`config.mk`:
```
export PLATFORM = sky130hd
export DESIGN_NAME = exu_acc_arbiter
export DESIGN_NICKNAME = d
export VERILOG_FILES = /design/src/rtl/exu_acc_arbiter.sv
export SDC_FILE = /design/constraint.sdc
export NUM_CORES = 1
export LEC_CHECK = 0
export BUFFER_PORTS_ARGS = -buffer_cell sky130_fd_sc_hd__buf_4
export CORE_UTILIZATION = 40
export CTS_CLUSTER_SIZE = 8
export DETAILED_ROUTE_END_ITERATION = 7
export GPL_ROUTABILITY_DRIVEN = 0
export PLACE_DENSITY_LB_ADDON = 0.12
export SETUP_SLACK_MARGIN = 0.15
export SLEW_MARGIN = 20
export SYNTH_ARGS = -nofsm -noshare
export SYNTH_HDL_FRONTEND = slang
export SYNTH_SLANG_ARGS = --single-unit
```
`constraint.sdc`:
```
create_clock -name clk -period 2.1 [get_ports clk]
set_input_delay 0 -clock clk [delete_from_list [all_inputs] [get_ports clk]]
set_output_delay 0 -clock clk [all_outputs]
set_load 0.01 [all_outputs]
```
`src/rtl/exu_acc_arbiter.sv`:
```
`timescale 1ns/1ps
// exu_acc_arbiter: round-robin arbiter that time-shares one bf16->fp32 streaming
// accumulator between N_REQ vector requesters and buffers each tagged fp32 sum.
module exu_acc_arbiter #(
   parameter int N_REQ = 4,
   parameter int ID_W  = 2,
   parameter int CNT_W = 8
) (
   input  logic                  clk,
   input  logic                  rst,
   input  logic [N_REQ-1:0]      req_valid,
   input  logic [N_REQ-1:0]      req_last,
   input  logic [16*N_REQ-1:0]   req_data,
   output logic [N_REQ-1:0]      req_ready,
   output logic                  exu_enable,
   output logic                  exu_data_en,
   output logic [15:0]           exu_data,
   input  logic                  exu_data_en_o,
   input  logic [31:0]           exu_data_o,
   output logic                  res_valid,
   input  logic                  res_ready,
   output logic [ID_W-1:0]       res_id,
   output logic [31:0]           res_data,
   output logic [CNT_W-1:0]      res_count,
   output logic                  busy
);

   typedef enum logic [1:0] {
      S_IDLE   = 2'd0,
      S_STREAM = 2'd1,
      S_DRAIN  = 2'd2,
      S_RESULT = 2'd3
   } state_e;

   state_e           state_q, state_d;
   logic [ID_W-1:0]  gnt_q, gnt_d;
   logic [ID_W-1:0]  ptr_q, ptr_d;
   logic [CNT_W-1:0] cnt_q, cnt_d;
   logic             res_valid_q, res_valid_d;
   logic [ID_W-1:0]  res_id_q, res_id_d;
   logic [31:0]      res_data_q, res_data_d;
   logic [CNT_W-1:0] res_count_q, res_count_d;

   logic             win_found;
   logic [ID_W-1:0]  win_id;
   logic [ID_W-1:0]  idx;
   logic             can_grant;
   logic             accept;

   // First valid requester at or above the pointer, wrapping past N_REQ-1.
   always_comb begin
      win_found = 1'b0;
      win_id    = '0;
      idx       = '0;
      for (int k = 0; k < N_REQ; k++) begin
         idx = ID_W'((int'(ptr_q) + k) % N_REQ);
         if (!win_found && req_valid[idx]) begin
            win_found = 1'b1;
            win_id    = idx;
         end
      end
   end

   // The buffer slot is free now or is being popped this very cycle.
   assign can_grant = !res_valid_q || res_ready;
   assign accept    = (state_q == S_STREAM) && req_valid[gnt_q];

   // NOTE: every _d signal takes its hold value first, so no path can infer a latch.
   always_comb begin
      state_d     = state_q;
      gnt_d       = gnt_q;
      ptr_d       = ptr_q;
      cnt_d       = cnt_q;
      res_valid_d = res_valid_q;
      res_id_d    = res_id_q;
      res_data_d  = res_data_q;
      res_count_d = res_count_q;

      if (res_valid_q && res_ready) begin
         res_valid_d = 1'b0;
      end

      case (state_q)
         S_IDLE: begin
            if (can_grant && win_found) begin
               gnt_d   = win_id;
               cnt_d   = '0;
               ptr_d   = (int'(win_id) == N_REQ - 1) ? '0 : win_id + ID_W'(1);
               state_d = S_STREAM;
            end
         end
         S_STREAM: begin
            if (accept) begin
               if (cnt_q != '1) begin
                  cnt_d = cnt_q + CNT_W'(1);
               end
               if (req_last[gnt_q]) begin
                  state_d = S_DRAIN;
               end
            end
         end
         S_DRAIN: begin
            state_d = S_RESULT;
         end
         S_RESULT: begin
            state_d = S_IDLE;
            // Only the strobe raised for this vector may load the buffer.
            if (exu_data_en_o) begin
               res_valid_d = 1'b1;
               res_data_d  = exu_data_o;
               res_id_d    = gnt_q;
               res_count_d = cnt_q;
            end
         end
         default: begin
            state_d = S_IDLE;
         end
      endcase
   end

   always_comb begin
      req_ready   = '0;
      exu_enable  = 1'b1;
      exu_data_en = 1'b0;
      exu_data    = '0;
      if (state_q == S_STREAM) begin
         req_ready[gnt_q] = 1'b1;
         exu_data_en      = 1'b1;
         exu_data         = req_data[int'(gnt_q) * 16 +: 16];
         // A stall freezes the accumulator; dropping data_en instead would end its vector.
         exu_enable       = req_valid[gnt_q];
      end
   end

   // NOTE: sequential state is written with non-blocking assignments only.
   always_ff @(posedge clk or negedge rst) begin
      if (!rst) begin
         state_q     <= S_IDLE;
         gnt_q       <= '0;
         ptr_q       <= '0;
         cnt_q       <= '0;
         res_valid_q <= 1'b0;
         res_id_q    <= '0;
         res_data_q  <= '0;
         res_count_q <= '0;
      end else begin
         state_q     <= state_d;
         gnt_q       <= gnt_d;
         ptr_q       <= ptr_d;
         cnt_q       <= cnt_d;
         res_valid_q <= res_valid_d;
         res_id_q    <= res_id_d;
         res_data_q  <= res_data_d;
         res_count_q <= res_count_d;
      end
   end

   assign res_valid = res_valid_q;
   assign res_id    = res_id_q;
   assign res_data  = res_data_q;
   assign res_count = res_count_q;
   assign busy      = (state_q != S_IDLE);

endmodule

```
==> results.ini <==
[status]
outcome = complete, no violations

[cts]
clk_pin_slew_ps = 70
clk_path_buf_depth = 2
cts_tree = yes
cts_made_buffers = 9
root_buffer = clkbuf_8
htreeDepth = 3
clock_latency_ps = 330
cts_sinks = 57
postCtsSetupBuffers = 0

[min_path]
hold_path_end = res_valid
hold_path_class = input pin to flip-flop
hold_start = res_ready
min_path_cells = 3

[grt]
grtUsageTotal = 0.2170
antenna_found_initial = 0
grt_pass1_wl_um = 13830
grt_max_degree = 58
grt_pass1_vias = 2888
grt_overflow = 0

[final_layout]
final_cell_area_um2 = 5129
n_antenna_cell = 0
final_cell_mix = buf_4, dfrtp_1, mux2_2, dlygate4sd3_1, mux4_2
layout-drive-gt1-share = 0.5668
fillers = 555
areaGrowthSynthToFinish_pct = 63.05
final_common_cell = buf_4
fin_cells = 563
nNetsFinal = 572

[sta]
fin_skew_ps = 6.232
tns_ps = 0
setup_viol_count_final = 0
rsz0062_at_grt = false
min_period_ps = 1824
maxSlewViolCount = 0
finalCritPeriodShare = 0.8686
fin_ws_ps = 275.9
slew_headroom = 0.5345
worst-slew-pin-transition_ps = 698.2
finalHoldViolCount = 0
max_freq_mhz = 548.2

[worst_setup_path]
crit_path_top_delay_cell = mux4_2
end_kind = primary output
path_cells = buf_12 > mux4_2 > and2_1 > buf_4
critPathLaunchType = flip-flop
cp_max_fo = 21
ff2ff_path_depth = 6
path_buf_inv = 2
cpPeakStageDelay_ps = 500
criticalPathCategory = flip-flop to primary output
rrSetupSlack_ps = 330
crit_arrival_ps = 1820
cp_top_family = multiplexers
r2r_end = cnt_q[7]
timing.rr.start = state_q[0]
critical_path_required_ps = 2100

[routing]
drc_errors = 0
top_layer = met4
ant_nets = 0
wire_per_inst_um = 15.33
routed_via_density = 5.126
drt-initial-drc-count = 114
drt-met1-wl_um = 3235
dr_total_vias = 2886
wl_met2_um = 4641
met3_length_um = 624
wl_um = 8633
drt-pass1-iter-count = 4

[logic_synthesis]
yosysTopAreaCell = dfrtp_1
syn_inst = 252
synth_seq_area_share = 0.4535
synth_top_area_share = 0.4535
syn-mean-instance-area_um2 = 12.48
yosys-top-cells-area = dfrtp_1, mux2_2, mux4_2
synth.cell_area_um2 = 3146
synth_cell_type_count = 42
yosysWarnings = 0
ys_ff_latch = 57
synth_nets = 365

[placed_design]
dpl.hpwl_um = 6055
place_area_um2 = 4542
port_buffers = 173
placed_cells = 514
dp_slack_ps = 367.5

[power_and_ir_drop]
comb_power_share = 0.507
clockPowerShare = 0.198
power_frac_seq = 0.295
p_per_area_nw_per_um2 = 1235
power.net_switching_mw = 2.120
p_sw_frac = 0.3345
vdd_drop_max_mv = 0.5633
p_int_mw = 4.216
leakage_nw = 2.423
total_power_mw = 6.336

[floorplan]
core_um2 = 7408
dieArea_um2 = 8223
num_rows = 31
initial_core_util = 0.4246
ioPinCount = 174
fp.dieW_um = 90.68
die_y_um = 90.68

[flow_run]
cap_violations = 0

-- power groups by stage --
stage          clock, mW  sequential [mW]  combinational, mW
2_1_floorplan          0             1.99               1.70
4_1_cts             1.29             1.86               3.22
6_report            1.25             1.87               3.21
3_3_place_gp           0             1.85               3.11
5_1_grt             1.33             1.94               3.46
3_5_place_dp           0             1.88               3.15
-- cell families after synthesis --
logic type / count (synthesis) / share of synthesized area
compound gates: 31 / 0.07478
fa+ha+maj: 5 / 0.01989
buf+inv: 26 / 0.03659
flops: 57 / 0.4535
mux: 64 / 0.2944
simple gates: 69 / 0.1209
-- routing by layer --
| layer | global-route usage | vias to the layer above |
|---|---|---|
| li1 | - | 1359 |
| met1 | 0.2338 | 1380 |
| met2 | 0.4028 | 135 |
| met3 | 0.05387 | 12 |
| met4 | 0.08602 | 0 |
| met5 | 0 | - |
-- timing repair --
item / CTS / global route
hold endpoints to repair: 89 / 0
resized for setup: 1 / 2
hold buffers: 33 / 0
pin swaps: 0 / 0
endpoints found under the setup margin: 16 / 16
gates cloned: 0 / 0
-- layout make-up --
class / count / area, µm² / share of cell area
flip-flops and latches: 57 / 1426 / 0.2781
well taps: 99 / 123.9 / 0.02415
multi-input cells: 169 / 1607 / 0.3132
inverters: 9 / 33.78 / 0.006587
clock inverters: 5 / 102.6 / 0.02000
repair buffers: 213 / 1694 / 0.3303
clock buffers: 11 / 141.4 / 0.02757
-- worst max-delay path by stage --
stage               startpoint  cells past startpoint           end  slack, ps
floorplan             gnt_q[1]                      4    state_q[1]        430
global placement    state_q[0]                      6      cnt_q[7]        460
detailed placement  state_q[0]                      6      cnt_q[7]        370
CTS                   gnt_q[0]                      4  exu_data[10]        190
global route          gnt_q[0]                      4   exu_data[2]        160
finish                gnt_q[0]                      4  exu_data[10]        280
-- state kept, by name, indices dropped and copies added (netlist names), named ones only --
name and flops:
res_valid 1, gnt_q 2, res_id 2, res_count 8, cnt_q 8, state_q 2, res_data 32, ptr_q 1
-- synth_stat cells, drive strengths merged --
| library cell | instances |
|---|---|
| nor4 | 4 |
| a21bo | 1 |
| a22oi | 2 |
| inv | 9 |
| nand3 | 4 |
| ha | 5 |
| nor2b | 5 |
| nand3b | 1 |
| o311ai | 3 |
| nand4 | 3 |
| nor2 | 5 |
| mux4 | 18 |
| a21oi | 4 |
| o211ai | 4 |
| o31ai | 2 |
| and2 | 17 |
| mux2i | 1 |
| a2bb2oi | 1 |
| o21ai | 7 |
| nor4b | 1 |
| nand2b | 2 |
| buf | 4 |
| and3 | 2 |
| a221oi | 1 |
| nand2 | 18 |
| dfrtp | 57 |
| o22ai | 1 |
| nor3 | 1 |
| nor3b | 1 |
| or4 | 3 |
| mux2 | 45 |
| clkbuf | 13 |
| o32ai | 4 |
| a222oi | 1 |
| or3 | 2 |
-- worst min-delay path, cell delays in order --
cell      delay [ps]
buf_4             70
nand2b_1         220
nand2_1           80
-- metrics by stage --
stage          hold slack (ps)    util
5_1_grt                  77.18  0.6923
2_1_floorplan           -295.6       -
4_1_cts                  61.23  0.6911
3_5_place_dp             100.6  0.6131
6_report                 82.23  0.6923
3_3_place_gp             98.84  0.6131
No activity file was read; power rests on OpenSTA's default activity.
